### src/rtl/imem_boot_loader.sv
// Boot loader: receives a length-prefixed, XOR-checksummed byte image, writes it
// into instruction memory word by word and releases the core only on a good load.
module imem_boot_loader #(
  parameter int ADDR_W = 8
) (
  input  logic              clk_i,
  input  logic              reset_ni,
  input  logic              start_i,
  input  logic              in_valid_i,
  input  logic [7:0]        in_data_i,
  output logic              in_ready_o,
  output logic              imem_we_o,
  output logic [ADDR_W-1:0] imem_addr_o,
  output logic [31:0]       imem_wdata_o,
  output logic              cpu_reset_o,
  output logic              load_done_o,
  output logic              load_error_o,
  output logic [ADDR_W:0]   words_loaded_o,
  output logic [2:0]        state_o
);

  typedef enum logic [2:0] {
    S_LEN_LO = 3'd0,
    S_LEN_HI = 3'd1,
    S_DATA   = 3'd2,
    S_CSUM   = 3'd3,
    S_RUN    = 3'd4,
    S_ERROR  = 3'd5
  } state_e;

  typedef logic [ADDR_W:0] cnt_t;
  localparam logic [16:0] CAP = 17'(1) << ADDR_W;

  state_e            state_q, state_d;
  logic              ready_q, ready_d;
  logic              cpu_reset_q, cpu_reset_d;
  logic              done_q, done_d;
  logic              err_q, err_d;
  logic              we_q, we_d;
  logic [ADDR_W-1:0] addr_q, addr_d;
  logic [31:0]       wdata_q, wdata_d;
  logic [23:0]       asm_q, asm_d;
  logic [1:0]        byte_cnt_q, byte_cnt_d;
  cnt_t              idx_q, idx_d;
  cnt_t              len_q, len_d;
  logic [7:0]        len_lo_q, len_lo_d;
  logic [7:0]        csum_q, csum_d;

  // Handshake: a byte moves on a rising edge with in_valid_i & in_ready_o high;
  // a coincident start_i wins and the byte is dropped.
  logic        xfer;
  logic [16:0] n_full;
  logic        last_word;

  assign xfer      = in_valid_i & ready_q & ~start_i;
  assign n_full    = {1'b0, in_data_i, len_lo_q};
  assign last_word = (idx_q + cnt_t'(1)) == len_q;

  always_ff @(posedge clk_i or negedge reset_ni) begin
    if (!reset_ni) begin
      state_q <= S_LEN_LO;
    end else begin
      state_q <= state_d;
    end
  end

  always_comb begin
    state_d = state_q;
    if (start_i) begin
      state_d = S_LEN_LO;
    end else if (xfer) begin
      case (state_q)
        S_LEN_LO: state_d = S_LEN_HI;
        S_LEN_HI: begin
          if (n_full > CAP)       state_d = S_ERROR;
          else if (n_full == '0)  state_d = S_CSUM;
          else                    state_d = S_DATA;
        end
        S_DATA:   if (byte_cnt_q == 2'd3 && last_word) state_d = S_CSUM;
        S_CSUM:   state_d = (csum_q == in_data_i) ? S_RUN : S_ERROR;
        default:  state_d = state_q;
      endcase
    end
  end

  // Status flags are registered from the next state so they change on the same
  // edge as the state itself.
  always_comb begin
    ready_d     = (state_d == S_LEN_LO) || (state_d == S_LEN_HI) ||
                  (state_d == S_DATA)   || (state_d == S_CSUM);
    cpu_reset_d = (state_d != S_RUN);
    done_d      = (state_d == S_RUN);
    err_d       = (state_d == S_ERROR);
  end

  always_comb begin
    we_d       = 1'b0;
    addr_d     = addr_q;
    wdata_d    = wdata_q;
    asm_d      = asm_q;
    byte_cnt_d = byte_cnt_q;
    idx_d      = idx_q;
    len_d      = len_q;
    len_lo_d   = len_lo_q;
    csum_d     = csum_q;
    if (start_i) begin
      byte_cnt_d = '0;
      idx_d      = '0;
      csum_d     = '0;
    end else if (xfer) begin
      case (state_q)
        S_LEN_LO: len_lo_d = in_data_i;
        S_LEN_HI: len_d    = n_full[ADDR_W:0];
        S_DATA: begin
          csum_d = csum_q ^ in_data_i;
          if (byte_cnt_q == 2'd3) begin
            we_d       = 1'b1;
            addr_d     = idx_q[ADDR_W-1:0];
            wdata_d    = {in_data_i, asm_q};
            idx_d      = idx_q + cnt_t'(1);
            byte_cnt_d = '0;
          end else begin
            // Bytes arrive LSB first, so shifting down leaves byte 0 lowest.
            asm_d      = {in_data_i, asm_q[23:8]};
            byte_cnt_d = byte_cnt_q + 2'd1;
          end
        end
        default: ;
      endcase
    end
  end

  always_ff @(posedge clk_i or negedge reset_ni) begin
    if (!reset_ni) begin
      ready_q     <= 1'b0;
      cpu_reset_q <= 1'b1;
      done_q      <= 1'b0;
      err_q       <= 1'b0;
      we_q        <= 1'b0;
      addr_q      <= '0;
      wdata_q     <= '0;
      asm_q       <= '0;
      byte_cnt_q  <= '0;
      idx_q       <= '0;
      len_q       <= '0;
      len_lo_q    <= '0;
      csum_q      <= '0;
    end else begin
      ready_q     <= ready_d;
      cpu_reset_q <= cpu_reset_d;
      done_q      <= done_d;
      err_q       <= err_d;
      we_q        <= we_d;
      addr_q      <= addr_d;
      wdata_q     <= wdata_d;
      asm_q       <= asm_d;
      byte_cnt_q  <= byte_cnt_d;
      idx_q       <= idx_d;
      len_q       <= len_d;
      len_lo_q    <= len_lo_d;
      csum_q      <= csum_d;
    end
  end

  assign in_ready_o     = ready_q;
  assign imem_we_o      = we_q;
  assign imem_addr_o    = addr_q;
  assign imem_wdata_o   = wdata_q;
  assign cpu_reset_o    = cpu_reset_q;
  assign load_done_o    = done_q;
  assign load_error_o   = err_q;
  assign words_loaded_o = idx_q;
  assign state_o        = state_q;

endmodule
### config.mk
export PLATFORM = sky130hd
export DESIGN_NAME = imem_boot_loader
export DESIGN_NICKNAME = d
export VERILOG_FILES = /design/src/rtl/imem_boot_loader.sv
export SDC_FILE = /design/constraint.sdc
export NUM_CORES = 1
export LEC_CHECK = 0
export ABC_AREA = 1
export ABC_CLOCK_PERIOD_IN_PS = 1900
export CAP_MARGIN = 25
export CELL_PAD_IN_SITES_DETAIL_PLACEMENT = 1
export CELL_PAD_IN_SITES_GLOBAL_PLACEMENT = 2
export CORE_ASPECT_RATIO = 0.75
export CORE_UTILIZATION = 33
export DETAILED_ROUTE_END_ITERATION = 10
export PLACE_DENSITY = 0.78
export SYNTH_ARGS = -nofsm -noshare
export SYNTH_HDL_FRONTEND = slang
export SYNTH_SLANG_ARGS = --single-unit
### constraint.sdc
create_clock -name clk_i -period 1.9 [get_ports clk_i]
set_input_delay 0.285 -clock clk_i [delete_from_list [all_inputs] [get_ports clk_i]]
set_output_delay 0.285 -clock clk_i [all_outputs]
set_load 0.005 [all_outputs]
# == Word-level counts from Yosys, hierarchy flattened ==
# Cells that the tools add are included.
# word_totals
input_bits,12
out_inout_bits,57
regBits,108
wordCells,72
# op_classes
n_eq_ne,12
bitwise,5
reduce_logical,16
n_addsub,2
order_cmp,1
muxes,22
# op_table
operator,count
9-bit 2-to-1 mux,4
8-bit 2-to-1 mux,3
17-bit zero test,1
"16-bit by 9-bit greater-than comparator with 1-bit output, second input constant",1
"3-bit by 2-bit == test with 1-bit output, second input constant",4
3-bit 2-to-1 mux,4
3-bit one-hot mux with 4 select lines,1
"9-bit by 1-bit adder with 9-bit output, second input constant",1
9-bit == test,1
3-bit AND reduction,3
8-bit == test,1
2-bit 2-to-1 mux,4
4-bit AND reduction,2
8-bit XOR,1
"3-bit by 1-bit == test with 1-bit output, second input constant",2
"3-bit == test, second input constant",2
3-bit zero test,2
1-bit 2-to-1 mux,6
2-bit nonzero test,3
1-bit logical OR,3
"3-bit inequality test, second input constant",1
"2-bit by 1-bit adder with 2-bit output, second input constant",1
1-bit AND,2
"2-bit == test, second input constant",1
other kinds (3),4

# == Logic depth before layout (Yosys ltp) ==
# depth
depth_word,11
ltp_mapped,13
depth_no_buf,13

# == Least setup slack after synthesis ==
# OpenSTA, ideal clock, no wires.
# synth_path
path_kind,reg2reg
startpoint,reg state_q[0] (netlist: state_o[0])
endpoint,reg asm_q[17]
n_path_buf,2
period_less_slack_ps,1607
setup_time_ps,123
path_stages_with_launch,10
slack_ps,293
arrival_time_ps,1484
required_time_ps,1777
path_cell_list,dfrtp_1 > nor2_2 > nand2_2 > nor3_4 > inv_2 > or2_4 > buf_6 > buf_6 > nand2_1 > o21ai_1
# synth_between
elab_chain_cells,2
# synth_rtl
item,line_no,rtl
start: declaration,34,"state_e state_q, state_d;"
start signal: assignment,63,state_q <= state_d;
3-bit by 2-bit == test with 1-bit output,111,case (state_q)
4-bit AND reduction (no source line),-,
end signal: assignment,156,asm_q <= asm_d;
end: declaration,42,"logic [23:0] asm_q, asm_d;"
# No other way between the ends.
# A chain may end at the register's enable or synchronous reset.

# == Final worst setup path ==
# layout_path
startpoint,reg idx_q[1] (netlist: words_loaded_o[1])
endpoint,reg err_q (netlist: load_error_o)
# layout_between
elab_chain_cells,8
# layout_rtl
item,line_no,rtl
start: declaration,44,"cnt_t idx_q, idx_d;"
start signal: assignment,158,idx_q <= idx_d;
9-bit by 1-bit adder with 9-bit output,57,assign last_word = (idx_q + cnt_t'(1)) == len_q;
9-bit == test,57,
1-bit logical AND,79,S_DATA: if (byte_cnt_q == 2'd3 && last_word) state_d = S_CSUM;
3-bit 2-to-1 mux,79,
3-bit one-hot mux with 4 select lines,72,case (state_q)
3-bit 2-to-1 mux,71,end else if (xfer) begin
3-bit 2-to-1 mux,69,if (start_i) begin
3-bit == test,93,err_d = (state_d == S_ERROR);
net err_d,38,"logic err_q, err_d;"
end signal: assignment,152,err_q <= err_d;
end: declaration,38,
# The timed path passes the listed nets, and every way through them passes these cells.

==> results.json <==
{
  "outcome": "finished, violations left",
  "violations": "DRC",
  "cp_max_fo": 5,
  "finalMaxSlewViolations": 0,
  "cts_buffers": 9,
  "ir_drop_v": 0.000488,
  "worst-endpoint-arrival_ns": 2.02,
  "slowest_delay_ns": 0.42,
  "fmax_mhz": 575,
  "ys_warn_count": 0,
  "reg2regPathDepth": 11,
  "end_kind": "flip-flop",
  "drt_iter0_drc": 171,
  "vias": 3760,
  "cp_slowest_cell": "dfrtp_1",
  "path_class": "flip-flop to flip-flop",
  "ios": 69,
  "port_buffers": 68,
  "switchingPower_mw": 1.68,
  "ant_nets": 0,
  "maxCapViolCount": 0,
  "ys_seq_area_share_pct": 58.6,
  "power.density_mw_per_mm2": 927,
  "syn_avg_cell_area_um2": 8.78,
  "drive_above_1_share_pct": 12.2,
  "detailed_place_hpwl_um": 8820,
  "post_drt_via_cell_ratio": 4.67,
  "antenna_found_initial": 0,
  "die_w_um": 138,
  "antenna_cells": 0,
  "worstMarginPinSlew_ns": 0.527,
  "routed-wl-met2_um": 5490,
  "cts_tree": "yes",
  "grt_pass1_wl_um": 20500,
  "drt_wl_total_um": 12200,
  "die_h_um": 104,
  "power_frac_seq_pct": 50.9,
  "syn_area_mm2": 0.00461,
  "cp_top_family": "simple AND/OR/NAND/NOR gates",
  "wire_per_inst_um": 15.1,
  "clk_latency_ns": 0.35,
  "grt_pass1_vias": 3940,
  "final_common_cell": "nand2_1",
  "hp-class": "input port to async pin",
  "die-area_mm2": 0.0145,
  "synth-xor-area-share_pct": 1.71,
  "hold_viol_final": 0,
  "start_util_pct": 33.8,
  "period_share_pct": 91.6,
  "timing.rr.start": "words_loaded_o[1]",
  "clk_pin_slew_ns": 0.07,
  "synth-simple-area-share_pct": 20.2,
  "finalInstanceArea_mm2": 0.00609,
  "track_usage_pct": 18.2,
  "htree_levels": 3,
  "rows": 37,
  "setup_viol": 0,
  "drc": 15,
  "mostFrequentLayoutCells": "nand2_1, dfrtp_1, clkdlybuf4s50_1",
  "clkPwrFrac_pct": 31.7,
  "synth-seq-cells": 108,
  "syn_inst": 525,
  "top_layer": "met4",
  "synthAdderAreaFrac_pct": 0.543,
  "crit_chain": "ha_4 -> nand2_2 -> o21ai_0 -> nand2_1 -> nand2_1 -> nand3_1 -> nor2_1 -> nand3_1 -> nand2_2 -> nand2_1 -> nor2_1",
  "synthMuxAreaShare_pct": 0,
  "fin_util_pct": 44.6,
  "grt_max_degree": 71,
  "grt-ovfl-total": 0,
  "sw_frac_of_total_pct": 29.7,
  "skew_ns": 0.00913,
  "reg2reg_slack_ns": 0.16,
  "cp.buffers_inverters": 0,
  "leakage_nw": 2.81,
  "internal_power_mw": 3.97,
  "dpl_cell_area_mm2": 0.00574,
  "yosysUniqueCellTypes": 27,
  "globalplace.congestion": 0.771,
  "core_mm2": 0.0137,
  "crit_required_ns": 2.18,
  "cts_buffer_depth": 2,
  "critPathMostFrequentCell": "nand2_1",
  "drt-met1-wl_um": 6170,
  "pwr-share-comb_pct": 17.4,
  "wl_met3_um": 422,
  "worst_slew_margin_rel_pct": 64.9,
  "synth_top_family_by_area": "simple AND/OR/NAND/NOR gates",
  "synth_compound_area_share_pct": 11.3,
  "dr.pass1.iters": 7,
  "syn2layout_area_growth_pct": 32.1,
  "fin_nets": 640,
  "syn_nets": 539,
  "cts_root_buffer": "clkbuf_16",
  "min_period_ns": 1.74,
  "crit_path_start_kind": "flip-flop",
  "clkSinkCount": 108,
  "r2r-end": "load_error_o"
}
-- layer usage --
metal  GRT usage (%)  vias to the layer above
met3            4.42                        8
met4            3.69                        0
met5               0                        -
met2            29.1                       63
met1            25.0                     1818
li1                -                     1871
-- worst reg2reg max path, cell delays in order (launching register included) --
cell and delay, ns:
dfrtp_1 0.42, ha_4 0.16, nand2_2 0.09, o21ai_0 0.24, nand2_1 0.11, nand2_1 0.07, nand3_1 0.07, nor2_1 0.09
nand3_1 0.14, nand2_2 0.10, nand2_1 0.08, nor2_1 0.11
-- cells in the mapped netlist --
cell type / instances / share of area, %
a21oi_1: 4 / 0.43
buf_2: 6 / 0.65
buf_6: 4 / 0.98
clkbuf_1: 6 / 0.49
dfrtp_1: 107 / 58
dfstp_2: 1 / 0.57
ha_1: 2 / 0.54
inv_1: 66 / 5.4
inv_2: 1 / 0.081
nand2_1: 161 / 13
nand2_2: 1 / 0.14
nand3_1: 20 / 2.2
nand3b_1: 6 / 0.98
nand4_1: 4 / 0.54
nor2_1: 26 / 2.1
nor2_2: 2 / 0.27
nor3_1: 2 / 0.22
nor3_4: 1 / 0.35
o21ai_0: 61 / 6.6
o21ai_1: 17 / 1.8
o21ai_2: 4 / 0.76
o21bai_1: 1 / 0.16
o22ai_1: 11 / 1.5
or2_2: 1 / 0.14
or2_4: 1 / 0.19
xnor2_1: 6 / 1.1
xor2_1: 3 / 0.57
-- worst max path at each step --
stage	start	to	depth (start not counted)	slack [ns]
6_report	words_loaded_o[1]	load_error_o	11	0.16
5_1_grt	words_loaded_o[0]	load_error_o	12	-0.02
4_1_cts	words_loaded_o[0]	load_error_o	11	0.04
3_5_place_dp	in_valid_i	asm_q[0]	7	-0.06
3_3_place_gp	in_data_i[1]	load_done_o	10	-0.05
2_1_floorplan	state_o[0]	asm_q[17]	9	0.29
-- area by class of cell --
cell class	count	area, um2
fill	1583	7570
timing repair buffer	106	1030
clock inverter	7	56.3
tap	175	219
multi-input combinational	334	1610
clock buffer	9	225
inverter	67	251
sequential	108	2710
-- flip-flops by register name, indices dropped and copies added (netlist names) --
signal          flops
imem_we_o           1
len_q               9
csum_q              8
byte_cnt_q          2
imem_wdata_o       32
state_o             3
load_done_o         1
words_loaded_o      9
len_lo_q            8
cpu_reset_o         1
load_error_o        1
asm_q              24
in_ready_o          1
imem_addr_o         8
-- repair_timing --
action,CTS,global route
hold endpoints to repair,25,0
setup endpoints to repair,0,4
hold buffers,1,0
gates resized for setup,0,12
setup buffers,0,2
-- power groups by stage --
stage / Combinational (mW) / Sequential, mW / Clock (mW)
detailed placement: 0.984 / 2.92 / 0
CTS: 0.996 / 2.88 / 1.86
global placement: 0.942 / 2.91 / 0
floorplan: 0.597 / 2.86 / 0
finish: 0.982 / 2.88 / 1.79
global route: 1.15 / 2.94 / 1.93
-- per-stage QoR --
| step | hold slack [ns] | setup TNS, ns | cells | total power [mW] | setup WS (ns) |
|---|---|---|---|---|---|
| floorplan | -0.0106 | 0 | 525 | 3.45 | 0.293 |
| global placement | 0.247 | -0.372 | 787 | 3.85 | -0.0495 |
| detailed placement | 0.249 | -0.989 | 787 | 3.90 | -0.0585 |
| CTS | 0.419 | 0 | 804 | 5.74 | 0.0411 |
| global route | 0.446 | -0.0158 | 806 | 6.02 | -0.0158 |
| finish | 0.411 | 0 | 806 | 5.65 | 0.160 |
-- cell families (layout without fill, tap and decap cells) --
group	after synthesis	count (layout)
flops	108	108
fa+ha+maj	2	2
xor+xnor	9	9
buf+inv	83	189
simple gates	225	225
compound gates	98	98
Note: power is estimated with default switching activity, not from simulation.
